## config.mk

```make
export PLATFORM = sky130hd
export DESIGN_NAME = alu_execute_stage_flat
export DESIGN_NICKNAME = d
export VERILOG_FILES = /design/src/rtl/alu_execute_stage_if.sv /design/src/rtl/alu_execute_stage.sv /design/src/flat_wrapper.sv
export SDC_FILE = /design/constraint.sdc
export NUM_CORES = 1
export LEC_CHECK = 0
export CAP_MARGIN = 0
export CORE_UTILIZATION = 56
export CTS_CLUSTER_SIZE = 20
export DETAILED_ROUTE_END_ITERATION = 6
export GPL_TIMING_DRIVEN = 0
export PLACE_DENSITY = 0.72
export REMOVE_ABC_BUFFERS = 1
export SYNTH_ARGS = -nofsm -noshare
export SYNTH_HDL_FRONTEND = slang
export SYNTH_SLANG_ARGS = --single-unit
```

## constraint.sdc

```tcl
create_clock -name Clock -period 4.3 [get_ports Clock]
set_input_delay 0.86 -clock Clock [delete_from_list [all_inputs] [get_ports Clock]]
set_output_delay 0.86 -clock Clock [all_outputs]
set_load 0.01 [all_outputs]
```

## src/rtl/alu_execute_stage_if.sv

```systemverilog
// Operation request and write-back bus between the issue logic, the ALU
// execute stage and the register file write port.
interface alu_execute_stage_if #(
  parameter int WIDTH  = 16,
  parameter int ADDR_W = 2
);
  logic              InValid;
  logic              InReady;
  logic [2:0]        Op;
  logic [WIDTH-1:0]  OperandA;
  logic [WIDTH-1:0]  OperandB;
  logic [ADDR_W-1:0] DestIn;
  logic              WriteEnIn;
  logic [ADDR_W-1:0] RD;
  logic [WIDTH-1:0]  WriteData;
  logic              RegWrite;
  logic              Zero;

  modport master (
    output InValid, Op, OperandA, OperandB, DestIn, WriteEnIn,
    input  InReady, RD, WriteData, RegWrite, Zero
  );

  modport slave (
    input  InValid, Op, OperandA, OperandB, DestIn, WriteEnIn,
    output InReady, RD, WriteData, RegWrite, Zero
  );
endinterface

```

## src/rtl/alu_execute_stage.sv

```systemverilog
// ALU execute stage: single-cycle ops write back one edge after accept,
// MUL runs a 16-iteration shift-add loop before writing back.
module alu_execute_stage #(
  parameter int WIDTH  = 16,
  parameter int ADDR_W = 2
) (
  input  logic                Clock,
  input  logic                Reset,
  alu_execute_stage_if.slave  bus
);
  localparam int SH_W  = $clog2(WIDTH);
  localparam int CNT_W = $clog2(WIDTH) + 1;

  localparam logic [2:0] OP_ADD = 3'b000;
  localparam logic [2:0] OP_SUB = 3'b001;
  localparam logic [2:0] OP_AND = 3'b010;
  localparam logic [2:0] OP_OR  = 3'b011;
  localparam logic [2:0] OP_SLT = 3'b100;
  localparam logic [2:0] OP_SLL = 3'b101;
  localparam logic [2:0] OP_SRL = 3'b110;
  localparam logic [2:0] OP_MUL = 3'b111;

  typedef enum logic {IDLE, MUL_RUN} state_t;

  state_t            state_reg, state_next;
  logic              single_valid_reg, single_valid_next;
  logic [2:0]        op_reg, op_next;
  logic [WIDTH-1:0]  a_reg, a_next;
  logic [WIDTH-1:0]  b_reg, b_next;
  logic [ADDR_W-1:0] dest_reg, dest_next;
  logic              we_reg, we_next;
  logic [WIDTH-1:0]  mcand_reg, mcand_next;
  logic [WIDTH-1:0]  mplier_reg, mplier_next;
  logic [WIDTH-1:0]  acc_reg, acc_next;
  logic [CNT_W-1:0]  count_reg, count_next;
  logic [ADDR_W-1:0] rd_reg, rd_next;
  logic [WIDTH-1:0]  wdata_reg, wdata_next;
  logic              reg_write_reg, reg_write_next;
  logic              zero_reg, zero_next;

  logic              accept;
  logic [WIDTH-1:0]  alu_result;
  logic [WIDTH-1:0]  acc_step;

  assign accept = bus.InValid && (state_reg == IDLE);

  // Single-cycle ops are evaluated on the operands captured at accept.
  always_comb begin
    alu_result = '0;
    case (op_reg)
      OP_ADD:  alu_result = a_reg + b_reg;
      OP_SUB:  alu_result = a_reg - b_reg;
      OP_AND:  alu_result = a_reg & b_reg;
      OP_OR:   alu_result = a_reg | b_reg;
      OP_SLT:  alu_result = {{(WIDTH-1){1'b0}}, ($signed(a_reg) < $signed(b_reg))};
      OP_SLL:  alu_result = a_reg << b_reg[SH_W-1:0];
      OP_SRL:  alu_result = a_reg >> b_reg[SH_W-1:0];
      default: alu_result = '0;
    endcase
  end

  assign acc_step = mplier_reg[0] ? (acc_reg + mcand_reg) : acc_reg;

  always_comb begin
    state_next        = state_reg;
    single_valid_next = 1'b0;
    op_next           = op_reg;
    a_next            = a_reg;
    b_next            = b_reg;
    dest_next         = dest_reg;
    we_next           = we_reg;
    mcand_next        = mcand_reg;
    mplier_next       = mplier_reg;
    acc_next          = acc_reg;
    count_next        = count_reg;
    rd_next           = rd_reg;
    wdata_next        = wdata_reg;
    reg_write_next    = 1'b0;
    zero_next         = zero_reg;

    if (single_valid_reg) begin
      wdata_next     = alu_result;
      rd_next        = dest_reg;
      zero_next      = (alu_result == '0);
      reg_write_next = we_reg;
    end

    case (state_reg)
      IDLE: begin
        if (accept) begin
          op_next   = bus.Op;
          a_next    = bus.OperandA;
          b_next    = bus.OperandB;
          dest_next = bus.DestIn;
          we_next   = bus.WriteEnIn;
          if (bus.Op == OP_MUL) begin
            state_next  = MUL_RUN;
            mcand_next  = bus.OperandA;
            mplier_next = bus.OperandB;
            acc_next    = '0;
            count_next  = '0;
          end else begin
            single_valid_next = 1'b1;
          end
        end
      end
      MUL_RUN: begin
        acc_next    = acc_step;
        mcand_next  = mcand_reg << 1;
        mplier_next = mplier_reg >> 1;
        count_next  = count_reg + CNT_W'(1);
        // The last iteration retires the product on the same edge.
        if (count_reg == CNT_W'(WIDTH - 1)) begin
          state_next     = IDLE;
          wdata_next     = acc_step;
          rd_next        = dest_reg;
          zero_next      = (acc_step == '0);
          reg_write_next = we_reg;
        end
      end
      default: state_next = IDLE;
    endcase
  end

  always_ff @(posedge Clock) begin
    if (Reset) begin
      state_reg        <= IDLE;
      single_valid_reg <= 1'b0;
      op_reg           <= '0;
      a_reg            <= '0;
      b_reg            <= '0;
      dest_reg         <= '0;
      we_reg           <= 1'b0;
      mcand_reg        <= '0;
      mplier_reg       <= '0;
      acc_reg          <= '0;
      count_reg        <= '0;
      rd_reg           <= '0;
      wdata_reg        <= '0;
      reg_write_reg    <= 1'b0;
      zero_reg         <= 1'b0;
    end else begin
      state_reg        <= state_next;
      single_valid_reg <= single_valid_next;
      op_reg           <= op_next;
      a_reg            <= a_next;
      b_reg            <= b_next;
      dest_reg         <= dest_next;
      we_reg           <= we_next;
      mcand_reg        <= mcand_next;
      mplier_reg       <= mplier_next;
      acc_reg          <= acc_next;
      count_reg        <= count_next;
      rd_reg           <= rd_next;
      wdata_reg        <= wdata_next;
      reg_write_reg    <= reg_write_next;
      zero_reg         <= zero_next;
    end
  end

  assign bus.InReady   = (state_reg == IDLE);
  assign bus.RD        = rd_reg;
  assign bus.WriteData = wdata_reg;
  assign bus.RegWrite  = reg_write_reg;
  assign bus.Zero      = zero_reg;
endmodule
```

## src/flat_wrapper.sv

```systemverilog
// flat-port wrapper written by rule: the top's interface ports become plain ports
module alu_execute_stage_flat 
#(
  parameter int WIDTH  = 16,
  parameter int ADDR_W = 2
)
  (Clock, Reset, bus_InValid, bus_Op, bus_OperandA, bus_OperandB, bus_DestIn, bus_WriteEnIn, bus_InReady, bus_RD, bus_WriteData, bus_RegWrite, bus_Zero);
  alu_execute_stage_if #(.WIDTH(WIDTH), .ADDR_W(ADDR_W)) bus_i ();
  input  logic Clock;
  input  logic Reset;
  input wire logic [$bits(bus_i.InValid)-1:0] bus_InValid;
  input wire logic [$bits(bus_i.Op)-1:0] bus_Op;
  input wire logic [$bits(bus_i.OperandA)-1:0] bus_OperandA;
  input wire logic [$bits(bus_i.OperandB)-1:0] bus_OperandB;
  input wire logic [$bits(bus_i.DestIn)-1:0] bus_DestIn;
  input wire logic [$bits(bus_i.WriteEnIn)-1:0] bus_WriteEnIn;
  output wire logic [$bits(bus_i.InReady)-1:0] bus_InReady;
  output wire logic [$bits(bus_i.RD)-1:0] bus_RD;
  output wire logic [$bits(bus_i.WriteData)-1:0] bus_WriteData;
  output wire logic [$bits(bus_i.RegWrite)-1:0] bus_RegWrite;
  output wire logic [$bits(bus_i.Zero)-1:0] bus_Zero;
  assign bus_i.InValid = bus_InValid;
  assign bus_i.Op = bus_Op;
  assign bus_i.OperandA = bus_OperandA;
  assign bus_i.OperandB = bus_OperandB;
  assign bus_i.DestIn = bus_DestIn;
  assign bus_i.WriteEnIn = bus_WriteEnIn;
  assign bus_InReady = bus_i.InReady;
  assign bus_RD = bus_i.RD;
  assign bus_WriteData = bus_i.WriteData;
  assign bus_RegWrite = bus_i.RegWrite;
  assign bus_Zero = bus_i.Zero;
  alu_execute_stage #(.WIDTH(WIDTH), .ADDR_W(ADDR_W)) u_core (.Clock(Clock), .Reset(Reset), .bus(bus_i));
endmodule
```

Word level (Yosys, flattened, before mapping)
Cells that the tools add are included.

Input bits: 41. Register bits: 113. Output and inout bits: 21.

Equal/unequal tests: 10. Bitwise operators: 4. Shift-type cells: 2. Magnitude comparators: 1. Reductions and logical operators: 7. Multiplexer cells: 31. $add $sub $neg: 4.

Operators by type and width (count): 16-bit 2-to-1 mux (10); 16-bit case mux with 7 select lines (1); 16-bit case mux with 2 select lines (3); 16-bit adder (2); 16-bit zero test (2); 16-bit AND (1); 16-bit less-than comparator (1); 16-bit OR (1); 16-bit by 4-bit << shifter with 16-bit output (1); 16-bit by 4-bit right shift with 16-bit output (1); 16-bit subtractor (1); 3-bit == test, second input constant (4); 1-bit 2-to-1 mux (10); 5-bit 2-to-1 mux (2); 5-bit case mux with 2 select lines (1); 3-bit by 2-bit == test with 1-bit output, second input constant (2); 2-bit 2-to-1 mux (3); 5-bit by 1-bit adder with 5-bit output, second input constant (1); 5-bit by 4-bit == test with 1-bit output, second input constant (1); 2-bit by 1-bit != test with 1-bit output, second input constant (2); 2-bit AND reduction (2); 3-bit by 1-bit == test with 1-bit output, second input constant (1); 3-bit zero test (1); 3-bit OR reduction (1); other kinds (3) (4).

Depth between registers and ports, before layout
Gate-level depths: netlist (run 1).

Word-level depth: 6. Depth in mapped cells: 15.

Least setup slack after synthesis (run 1)
No wires, ideal clock.

Path type: register -> register. Start: register u_core.b_reg[2]. End: register u_core.zero_reg, in the netlist u_core.bus.Zero. Arrival: 3.591 ns. Library setup time: 0.073 ns. Slack: 0.636 ns. Cell stages (with the launch flop): 16. Path through: dfxtp_1 -> clkbuf_1 -> inv_1 -> clkbuf_1 -> clkbuf_1 -> ha_1 -> or2_2 -> a221oi_1 -> o221ai_1 -> o211ai_1 -> a31oi_1 -> nor3_1 -> o211a_1 -> and4b_1 -> nand4_1 -> o211ai_2.

Word-level cells in the longest chain between the ends: 6. Elaborated cells between the ends (all ways): 12.

RTL lines: start: declaration (RTL line alu_execute_stage.sv:29) `logic [WIDTH-1:0] b_reg, b_next;`; start signal: assignment (RTL line alu_execute_stage.sv:147) `b_reg <= b_next;`; 16-bit subtractor (tied with other cells) (RTL line alu_execute_stage.sv:52) `OP_SUB: alu_result = a_reg - b_reg;`; 16-bit case mux with 7 select lines (*) (RTL line alu_execute_stage.sv:50) `case (op_reg)`; 16-bit zero test (*) (RTL line alu_execute_stage.sv:84) `zero_next = (alu_result == '0);`; 1-bit 2-to-1 mux (*) (RTL line alu_execute_stage.sv:81) `if (single_valid_reg) begin`; 1-bit 2-to-1 mux (RTL line alu_execute_stage.sv:113) `if (count_reg == CNT_W'(WIDTH - 1)) begin`; 1-bit 2-to-1 mux (*) (RTL line alu_execute_stage.sv:88) `case (state_reg)`; end signal: assignment (RTL line alu_execute_stage.sv:157) `zero_reg <= zero_next;`; end: declaration (RTL line alu_execute_stage.sv:39) `logic zero_reg, zero_next;`.

Every way passes the cells marked *; elsewhere a longest branch is shown, timed or not. A chain may end at the register's enable or synchronous reset.

Worst setup path in the final report (run 1)
Start: register u_core.b_reg[0]. End: register u_core.zero_reg, in the netlist u_core.bus.Zero.

Same word-level chain as after synthesis.

==> results of run 1 <==
## final timing paths
kind / startpoint / to / cells after the start
worst min-delay path: u_core.we_reg / u_core.we_reg / 2
worst min register to register: u_core.we_reg / u_core.we_reg / 2
worst max-delay path: u_core.b_reg[0] / u_core.bus.Zero / 12
worst max register to register: u_core.b_reg[0] / u_core.bus.Zero / 12
## kinds of logic (layout without fill, tap and decap cells)
| family | count (synthesis) | in the layout | share of synthesized area |
|---|---|---|---|
| fa+ha+maj | 78 | 78 | 0.110 |
| simple gates | 429 | 429 | 0.213 |
| compound gates | 320 | 320 | 0.220 |
| flops | 113 | 113 | 0.249 |
| buf+inv | 136 | 158 | 0.0582 |
| xor+xnor | 20 | 20 | 0.0193 |
| mux | 96 | 96 | 0.130 |
## power groups by stage
stage	registers [mW]	clock network (mW)	logic, mW
final	1.18	1.45	0.653
after floorplan	1.18	0	0.399
after CTS	1.17	1.46	0.638
after global placement	1.21	0	0.607
after global routing	1.18	1.52	0.711
after detailed placement	1.20	0	0.631
## per-layer routing
layer  wire length (um)  vias up
li1                   -     4278
met1              12200     4149
met2              12100      365
met3               2000       65
met4                824        0
met5                  0        -
## cells in the mapped netlist, types with 5 or more instances
cell type,number,area share
or3_1,11,0.0076
nor3_1,22,0.012
nor4_1,6,0.0041
a211oi_1,27,0.022
xor2_1,7,0.0068
nand3_1,11,0.0061
nand2b_1,11,0.0076
and3_1,21,0.014
clkbuf_1,58,0.024
a21o_1,13,0.011
a21oi_1,140,0.077
nor2_1,181,0.075
o221ai_1,5,0.0048
nand4_1,14,0.0097
buf_2,8,0.0044
mux2_2,16,0.020
mux4_2,16,0.040
xnor2_1,13,0.013
a31oi_1,16,0.011
a311oi_1,5,0.0048
or4_1,6,0.0050
dfxtp_1,113,0.25
ha_1,75,0.10
o22ai_1,8,0.0055
o21a_1,6,0.0050
inv_1,53,0.022
buf_1,13,0.0054
mux2i_1,64,0.071
or2_2,7,0.0048
nor2b_1,5,0.0034
nand2_1,120,0.050
o211ai_1,15,0.012
a22oi_1,7,0.0058
o21ai_0,40,0.022
## layout make-up
type	instances	area share
Multi-Input combinational cell	943	0.606
Sequential cell	113	0.218
Timing Repair Buffer	69	0.0718
Clock buffer	19	0.0416
Tap cell	216	0.0259
Inverter	56	0.0205
Clock inverter	13	0.0155
Timing Repair inverter	1	0.000481
## stage by stage
stage,hold WS [ps],utilization,setup slack (ps)
CTS,454,0.657,43.3
global route,470,0.658,12.9
detailed placement,447,0.618,-1140
finish,451,0.658,140
global placement,440,0.609,-1470
floorplan,425,-,324
## what timing repair did
| action | 4_1_cts | 5_1_grt |
|---|---|---|
| cloned | 1 | 0 |
| gates resized for setup | 4 | 1 |
| endpoints found under the setup margin | 10 | 3 |
| setup buffers | 0 | 1 |
## worst reg2reg max path, stage by stage, from the launching register on
cell,delay (ps)
dfxtp_2,600
ha_1,390
fa_1,430
or2_2,330
a221oi_2,390
o221ai_1,320
o211ai_1,340
a31oi_1,230
nor3_2,410
o211a_1,210
and4b_1,190
nand4_1,110
o211ai_2,150
==> results.json, run 1 <==
{
  "status": "finished, violations left",
  "violations": "capacitance limit",
  "path_cells": "ha_1 -> fa_1 -> or2_2 -> a221oi_2 -> o221ai_1 -> o211ai_1 -> a31oi_1 -> nor3_2 -> o211a_1 -> and4b_1 -> nand4_1 -> o211ai_2",
  "critPathMaxStageDelay_ps": 600,
  "grt_pass1_vias": 8151,
  "vias": 8857,
  "start_util": 0.573,
  "p_sw_mw": 0.999,
  "multi_input_area_um2": 6310,
  "grt_usage": 0.336,
  "synth_area_um2": 9070,
  "place_inst": 1396,
  "die_area_um2": 16700,
  "timing.critical_path.buf_inv": 0,
  "diodes": 0,
  "grt_pass1_wl_mm": 43.4,
  "power_frac_seq": 0.359,
  "port_buffers": 61,
  "globalRouteMet2Util": 0.521,
  "wirelength_mm": 27.1,
  "ys_seq_elements": 113,
  "design_area_um2": 10400,
  "cp-end-kind": "flop",
  "drt_first_pass_iters": 5,
  "hold_buffers": 0,
  "power_density_nw_per_um2": 315,
  "max_slew_margin": 0.00241,
  "fmax_mhz": 240,
  "met3_usage": 0.0690,
  "synth_area_per_cell_um2": 7.61,
  "hpwl_mm": 19.5,
  "worst_pin_slew_ps": 1480,
  "num-nets-final": 1320,
  "setup_tns_ps": 0,
  "critPathTopFamily": "compound AO/OA/AOI/OAI gates",
  "timing.final.max_slew_violations": 0,
  "layout_common_cells": "nor2_1, a21oi_1, nand2_1, dfxtp_1, ha_1",
  "cp_data_required_time_ps": 4650,
  "routedWlPerCell_um": 19.0,
  "start_kind": "flop",
  "drt_first_iter_violations": 889,
  "cts_sinks": 113,
  "dpl_cell_area_um2": 9790,
  "clkLatencyLatePin_ps": 420,
  "die_h_um": 129,
  "path_class": "reg2reg",
  "cts_tree": "done",
  "netlist_instances": 1192,
  "ys.flop_type": "dfxtp_1",
  "cts_inserted_buffers": 17,
  "seq_area_um2": 2270,
  "fp-row-count": 46,
  "ant_nets": 0,
  "final_cell_count_no_fill": 1430,
  "drcViolationCount": 0,
  "fin_crit_sh": 0.967,
  "cp_max_fo": 35,
  "cap_violations": 1,
  "crit_arrival_ps": 4510,
  "drive_gt1_frac": 0.0807,
  "leakagePower_nw": 4.33,
  "seq_area_frac_synth": 0.249,
  "ioPinCount": 62,
  "cp_slowest_cell": "dfxtp_2",
  "power_mw": 3.28,
  "gr-total-overflow": 0,
  "die_w_um": 129,
  "setup_viol_count_final": 0,
  "cts.reportedPaths.clkPinSlew_ps": 60,
  "ys_types": 68,
  "rsz0062_at_grt": "false",
  "clockPowerShare": 0.442,
  "switching_share": 0.305,
  "synth_edf_count": 0,
  "nFillCells": 1384,
  "vdd_ir_drop_max_v": 0.000259,
  "grt_max_degree": 67,
  "comb_power_share": 0.199,
  "synth-async-reset-ratio": 0,
  "cts_buffer_depth": 2,
  "core_um2": 15800,
  "area_growth_pct": 14.8,
  "layout_min_cycle_time_ps": 4160,
  "min_path_type": "reg2reg",
  "clock_skew_ps": 7.85,
  "antenna_found_initial": 0,
  "routed_via_density": 6.19,
  "place.gp.congestion": 1.03,
  "final_common_cell": "nor2_1",
  "yosysWarnings": 0,
  "cts-htree-levels": 4,
  "top_usage_layer": "met2",
  "root_buffer": "clkbuf_16",
  "grt_util_met1": 0.456,
  "r2r_slack_ps": 140,
  "p_int_mw": 2.28,
  "finalHoldViolCount": 0
}
(Power assumes the default switching activity.)
==> inputs of run 2 (changes only) <==
--- a/config.mk
+++ b/config.mk
@@ -5,7 +5,7 @@
 export SDC_FILE = /design/constraint.sdc
 export NUM_CORES = 1
 export LEC_CHECK = 0
-export CAP_MARGIN = 0
+export ABC_AREA = 1
 export CORE_UTILIZATION = 56
 export CTS_CLUSTER_SIZE = 20
 export DETAILED_ROUTE_END_ITERATION = 6
==> run 2 against run 1 <==
  * Clock skew rose by 3.9 ps
  * Fmax rose by 5.6%
  * First-iteration DRC count rose by 9.1%
  * Register-to-register slack improved by 220 ps
  * Die area rose by 1.5%
  * The run now ends clean
  * Area after synthesis rose by 1.5%
  * Synthesized cell count rose by 28%
  * Count of clock-buffer cells in the layout did not move
  * Hold slack improved by 3.9 ps
  * Combinational power rose by 17%
  * Largest cell class unchanged
==> results.json, run 2 <==
{
  "worst_pin_slew_ps": 1280,
  "clkLatencyLatePin_ps": 420,
  "synth_edf_count": 0,
  "ys_types": 45,
  "timing.final.max_slew_violations": 0,
  "netlist_instances": 1521,
  "cp_data_required_time_ps": 4670,
  "root_buffer": "clkbuf_16",
  "area_growth_pct": 13.3,
  "fp-row-count": 46,
  "diodes": 0,
  "cp_max_fo": 38,
  "routed_via_density": 5.66,
  "drcViolationCount": 0,
  "dpl_cell_area_um2": 9830,
  "fin_crit_sh": 0.916,
  "fin_util": 0.654,
  "drt_first_iter_violations": 970,
  "layout_min_cycle_time_ps": 3940,
  "min_path_type": "reg2reg",
  "yosysMostFrequentCell": "nand2_1",
  "die_area_um2": 17000,
  "rsz0062_at_grt": "false",
  "ys.flop_type": "dfxtp_1",
  "design_area_um2": 10400,
  "path_cells": "inv_2 -> ha_1 -> nor2_1 -> nand2_1 -> nand3_1 -> nand3_1 -> nand2_1 -> nand3_1 -> nand2_1 -> a21oi_1 -> o21ai_0 -> nand3_1 -> nor2_1 -> nand2_1 -> nand2_1 -> nand2_1 -> nor2_2",
  "cts-htree-levels": 4,
  "synth_area_per_cell_um2": 6.05,
  "drive_gt1_frac": 0.0543,
  "yosysTopAreaCell": "dfxtp_1",
  "path_class": "reg2reg",
  "grt_pass1_vias": 8610,
  "seq_area_frac_synth": 0.246,
  "cap_violations": 0,
  "clock_skew_ps": 11.8,
  "setup_viol_count_final": 0,
  "synth_area_um2": 9210,
  "finalHoldViolCount": 0,
  "start_kind": "flop",
  "critPathMaxStageDelay_ps": 1170,
  "synth-async-reset-ratio": 0,
  "grt_pass1_wl_mm": 45.6,
  "pre_cts_slack_ps": -1120,
  "cts_buffer_depth": 2,
  "grt_max_degree": 65,
  "hold_ws_ps": 455,
  "cts_sinks": 113,
  "nFillCells": 1560,
  "max_slew_margin": 0.144,
  "ant_nets": 0,
  "start_util": 0.578,
  "synthTopCellsByArea": "dfxtp_1, nand2_1, ha_1",
  "wirelength_mm": 29.4,
  "setup_tns_ps": 0,
  "vdd_ir_drop_max_v": 0.000277,
  "vias": 9978,
  "power_density_nw_per_um2": 318,
  "yosys.area.top_type_share": 0.246,
  "antenna_found_initial": 0,
  "hpwl_mm": 22.5,
  "routedWlPerCell_um": 16.7,
  "core_um2": 15900,
  "leakagePower_nw": 4.83,
  "cts_inserted_buffers": 17,
  "ioPinCount": 62,
  "drt_first_pass_iters": 6,
  "crit_top_cell": "nand2_1",
  "ys_seq_elements": 113,
  "cts.reportedPaths.clkPinSlew_ps": 60,
  "final_common_cell": "nand2_1",
  "place_inst": 1731,
  "place.gp.congestion": 0.982,
  "ys_top_cells_by_count": "nand2_1, nand3_1, inv_1",
  "grt_usage": 0.355,
  "layout_setup_ws_ps": 360,
  "yosysWarnings": 0,
  "cp-end-kind": "flop",
  "final_cell_count_no_fill": 1764,
  "power_mw": 3.32,
  "num-nets-final": 1654,
  "crit_arrival_ps": 4310,
  "die_h_um": 130,
  "die_w_um": 130,
  "port_buffers": 61,
  "status": "finished, final reports clean",
  "cts_tree": "done",
  "layout_common_cells": "nand2_1, nand3_1, inv_1, nor2_1, dfxtp_1",
  "fmax_mhz": 254,
  "cp_slowest_cell": "dfxtp_1",
  "gr-total-overflow": 0
}
## run 2: cell count changes after synthesis, sizes merged, moves of 18 or more
cell and delta:
a211oi -23, nand2 +374, a21oi -30, mux2i -64, nor2 -59, nand3 +174
and3 -20, o21ai +42, clkbuf -18, inv +85
## run 2: power breakdown
group	internal [mW]	switching (mW)	leakage (nW)
clock	0.832	0.536	0.273
combinational	0.269	0.496	3.63
sequential	1.10	0.0854	0.925
total	2.20	1.12	4.83
## run 2: critical path, delay by kind of cell (launching register included)
family,cells,cell delay (ps)
simple gates,13,1380
flops,1,1170
buf+inv,1,600
fa+ha+maj,1,510
compound gates,2,200
## run 2: metal layers
layer / GRT usage / share of wire / up-vias
met4: 0.140 / 0.033 / 0
met5: 0 / 0 / -
li1: - / - / 5027
met3: 0.0783 / 0.087 / 52
met2: 0.531 / 0.43 / 390
met1: 0.492 / 0.45 / 4509
## run 2: final timing paths
kind | startpoint | to | slack, ps | cells past startpoint
max | u_core.b_reg[1] | u_core.bus.Zero | 360 | 17
min | u_core.we_reg | u_core.bus.RegWrite | 460 | 2
max reg2reg | u_core.b_reg[1] | u_core.bus.Zero | 360 | 17
min reg2reg | u_core.we_reg | u_core.bus.RegWrite | 460 | 2
## run 2: repair_timing
item,in CTS,in global routing
pin swaps,0,0
endpoints found under the setup margin,37,4
gates cloned,0,1
hold buffers,0,0
gates resized for setup,2,3
setup buffers,0,0
## run 2: area by class of cell
type                            instances  area [um2]  share of cell area
Tap cell                              216         270              0.0259
Timing Repair Buffer                   64         664              0.0637
Sequential cell                       113        2260               0.217
Clock buffer                           19         453              0.0434
Multi-Input combinational cell       1193        6090               0.584
Clock inverter                         13         126              0.0121
Inverter                              145         554              0.0531
Timing Repair inverter                  1        5.00            0.000480
## run 2: logic make-up after synthesis
logic type | share of synthesized area
XOR/XNOR | 0.00666
buffers and inverters | 0.0939
AND/OR/NAND/NOR | 0.387
flip-flops | 0.246
adder cells (fa/ha/maj) | 0.108
AO/OA/AOI/OAI | 0.158
==> inputs of run 3 (changes only) <==
==> constraint.sdc (replaced) <==
create_clock -name Clock -period 4.02 [get_ports Clock]
set_input_delay 0.804 -clock Clock [delete_from_list [all_inputs] [get_ports Clock]]
set_output_delay 0.804 -clock Clock [all_outputs]
set_load 0.01 [all_outputs]
==> run 3 against run 2 <==
  * Global-route usage grew 0.070 points
  * Final cell count stayed put
  * Power is 7.1% higher
  * Via count rose by 0.67%
  * Critical path depth shrank 15
  * Count of clock-buffer cells in the layout did not move
  * Critical path type is now reg2out
  * Worst setup slack worse by 86 ps
==> results.json, run 3 (synthesis gave the netlist of run 2 again) <==
{
  "status": "finished, final reports clean",
  "diodes": 0,
  "cp-end-kind": "primary output",
  "cap_violations": 0,
  "drive_gt1_frac": 0.0549,
  "die_h_um": 130,
  "critPathMaxStageDelay_ps": 940,
  "grt_max_degree": 65,
  "finalHoldViolCount": 0,
  "seq_area_um2": 2270,
  "start_util": 0.578,
  "max_slew_margin": 0.247,
  "area_growth_pct": 13.3,
  "clock_skew_ps": 11.3,
  "port_buffers": 61,
  "p_sw_mw": 1.20,
  "min_from": "u_core.we_reg",
  "hold_ws_ps": 455,
  "cts.reportedPaths.clkPinSlew_ps": 60,
  "timing.final.max_slew_violations": 0,
  "routed_via_density": 5.69,
  "pre_cts_slack_ps": -1400,
  "grt_pass1_wl_mm": 45.7,
  "power_mw": 3.56,
  "fmax_mhz": 267,
  "core_um2": 15900,
  "cp-startpoint": "u_core.state_reg",
  "globalRouteMet2Util": 0.533,
  "cts_inserted_buffers": 17,
  "drt_first_pass_iters": 6,
  "wirelength_mm": 29.6,
  "layout_common_cells": "nand2_1, nand3_1, inv_1, nor2_1, dfxtp_1",
  "fp-row-count": 46,
  "grt_util_met1": 0.489,
  "met3_usage": 0.0828,
  "layout_min_cycle_time_ps": 3750,
  "power_density_nw_per_um2": 341,
  "path_class": "reg2out",
  "clkLatencyLatePin_ps": 420,
  "leakagePower_nw": 4.83,
  "multi_input_area_um2": 6090,
  "rsz0062_at_grt": "false",
  "cts_buffer_depth": 2,
  "comb_power_share": 0.231,
  "ioPinCount": 62,
  "p_int_mw": 2.36,
  "grt_usage": 0.355,
  "place.gp.congestion": 0.982,
  "top_usage_layer": "met2",
  "vias": 10045,
  "routedWlPerCell_um": 16.8,
  "hpwl_mm": 22.5,
  "path_cells": "clkinv_2 -> clkdlybuf4s50_1",
  "cp_slowest_cell": "dfxtp_2",
  "cts_tree": "done",
  "start_kind": "flop",
  "root_buffer": "clkbuf_16",
  "gr-total-overflow": 0,
  "antenna_found_initial": 0,
  "vdd_ir_drop_max_v": 0.000298,
  "design_area_um2": 10400,
  "drcViolationCount": 0,
  "nFillCells": 1559,
  "grt_pass1_vias": 8636,
  "worst_pin_slew_ps": 1120,
  "cts_sinks": 113,
  "num-nets-final": 1654,
  "cts-htree-levels": 4,
  "layout_setup_ws_ps": 274,
  "die_area_um2": 17000,
  "r2r-start": "u_core.state_reg",
  "clockPowerShare": 0.412,
  "crit_arrival_ps": 2940,
  "power_frac_seq": 0.358,
  "drt_first_iter_violations": 935,
  "cp_data_required_time_ps": 3220,
  "cp_max_fo": 44,
  "ant_nets": 0,
  "die_w_um": 130,
  "dpl_cell_area_um2": 9830,
  "final_common_cell": "nand2_1",
  "setup_viol_count_final": 0,
  "switching_share": 0.337,
  "fin_crit_sh": 0.932,
  "min_path_type": "reg2reg"
}
==> run 3: cell counts in the layout (fill, tap and decap cells not counted) <==
Identical to the previous run, type by type.
==> run 3: final cells by class <==
| class | count | area share |
|---|---|---|
| Multi-Input combinational cell | 1193 | 0.584 |
| Sequential cell | 113 | 0.217 |
| Timing Repair Buffer | 64 | 0.0637 |
| Inverter | 145 | 0.0531 |
| Clock buffer | 19 | 0.0434 |
| Tap cell | 216 | 0.0259 |
| Clock inverter | 13 | 0.0121 |
| Timing Repair inverter | 1 | 0.000480 |
==> run 3: critical path: cells and delay by family (launching register included) <==
kind     cells  cell delay, ps
flops        1             940
buf+inv      2            1540
==> run 3: power groups by stage <==
stage               sequential (mW)  clock, mW  combinational (mW)
floorplan                      1.26          0               0.527
global placement               1.29          0               0.784
detailed placement             1.29          0               0.800
CTS                            1.27       1.47               0.805
global route                   1.28       1.53               0.910
finish                         1.27       1.46               0.820
==> run 3: per-layer routing <==
metal,share of wire,vias up
li1,-,5032
met1,0.45,4535
met2,0.43,424
met3,0.090,54
met4,0.033,0
met5,0,-
==> run 3: through the flow <==
step,TNS [ps],utilization,std cells
after floorplan,-6890,-,1451
after global placement,-193930,0.613,1728
after detailed placement,-43420,0.617,1731
after CTS,0,0.654,1764
after global routing,0,0.654,1764
final,0,0.654,1764
==> run 3: path summary, 6_finish.rpt <==
check             slack, ps  depth (start not counted)                   to
setup / recovery        270                          2          bus_InReady
hold / removal          460                          2  u_core.bus.RegWrite
setup reg to reg        290                          5  u_core.mcand_reg[0]
hold reg to reg         460                          2  u_core.bus.RegWrite
==> run 3: timing repair <==
action / in CTS / in global routing
resized for setup: 4 / 2
gates cloned: 1 / 0
buffers inserted: 0 / 0
setup endpoints to repair: 38 / 7
hold buffers: 0 / 0
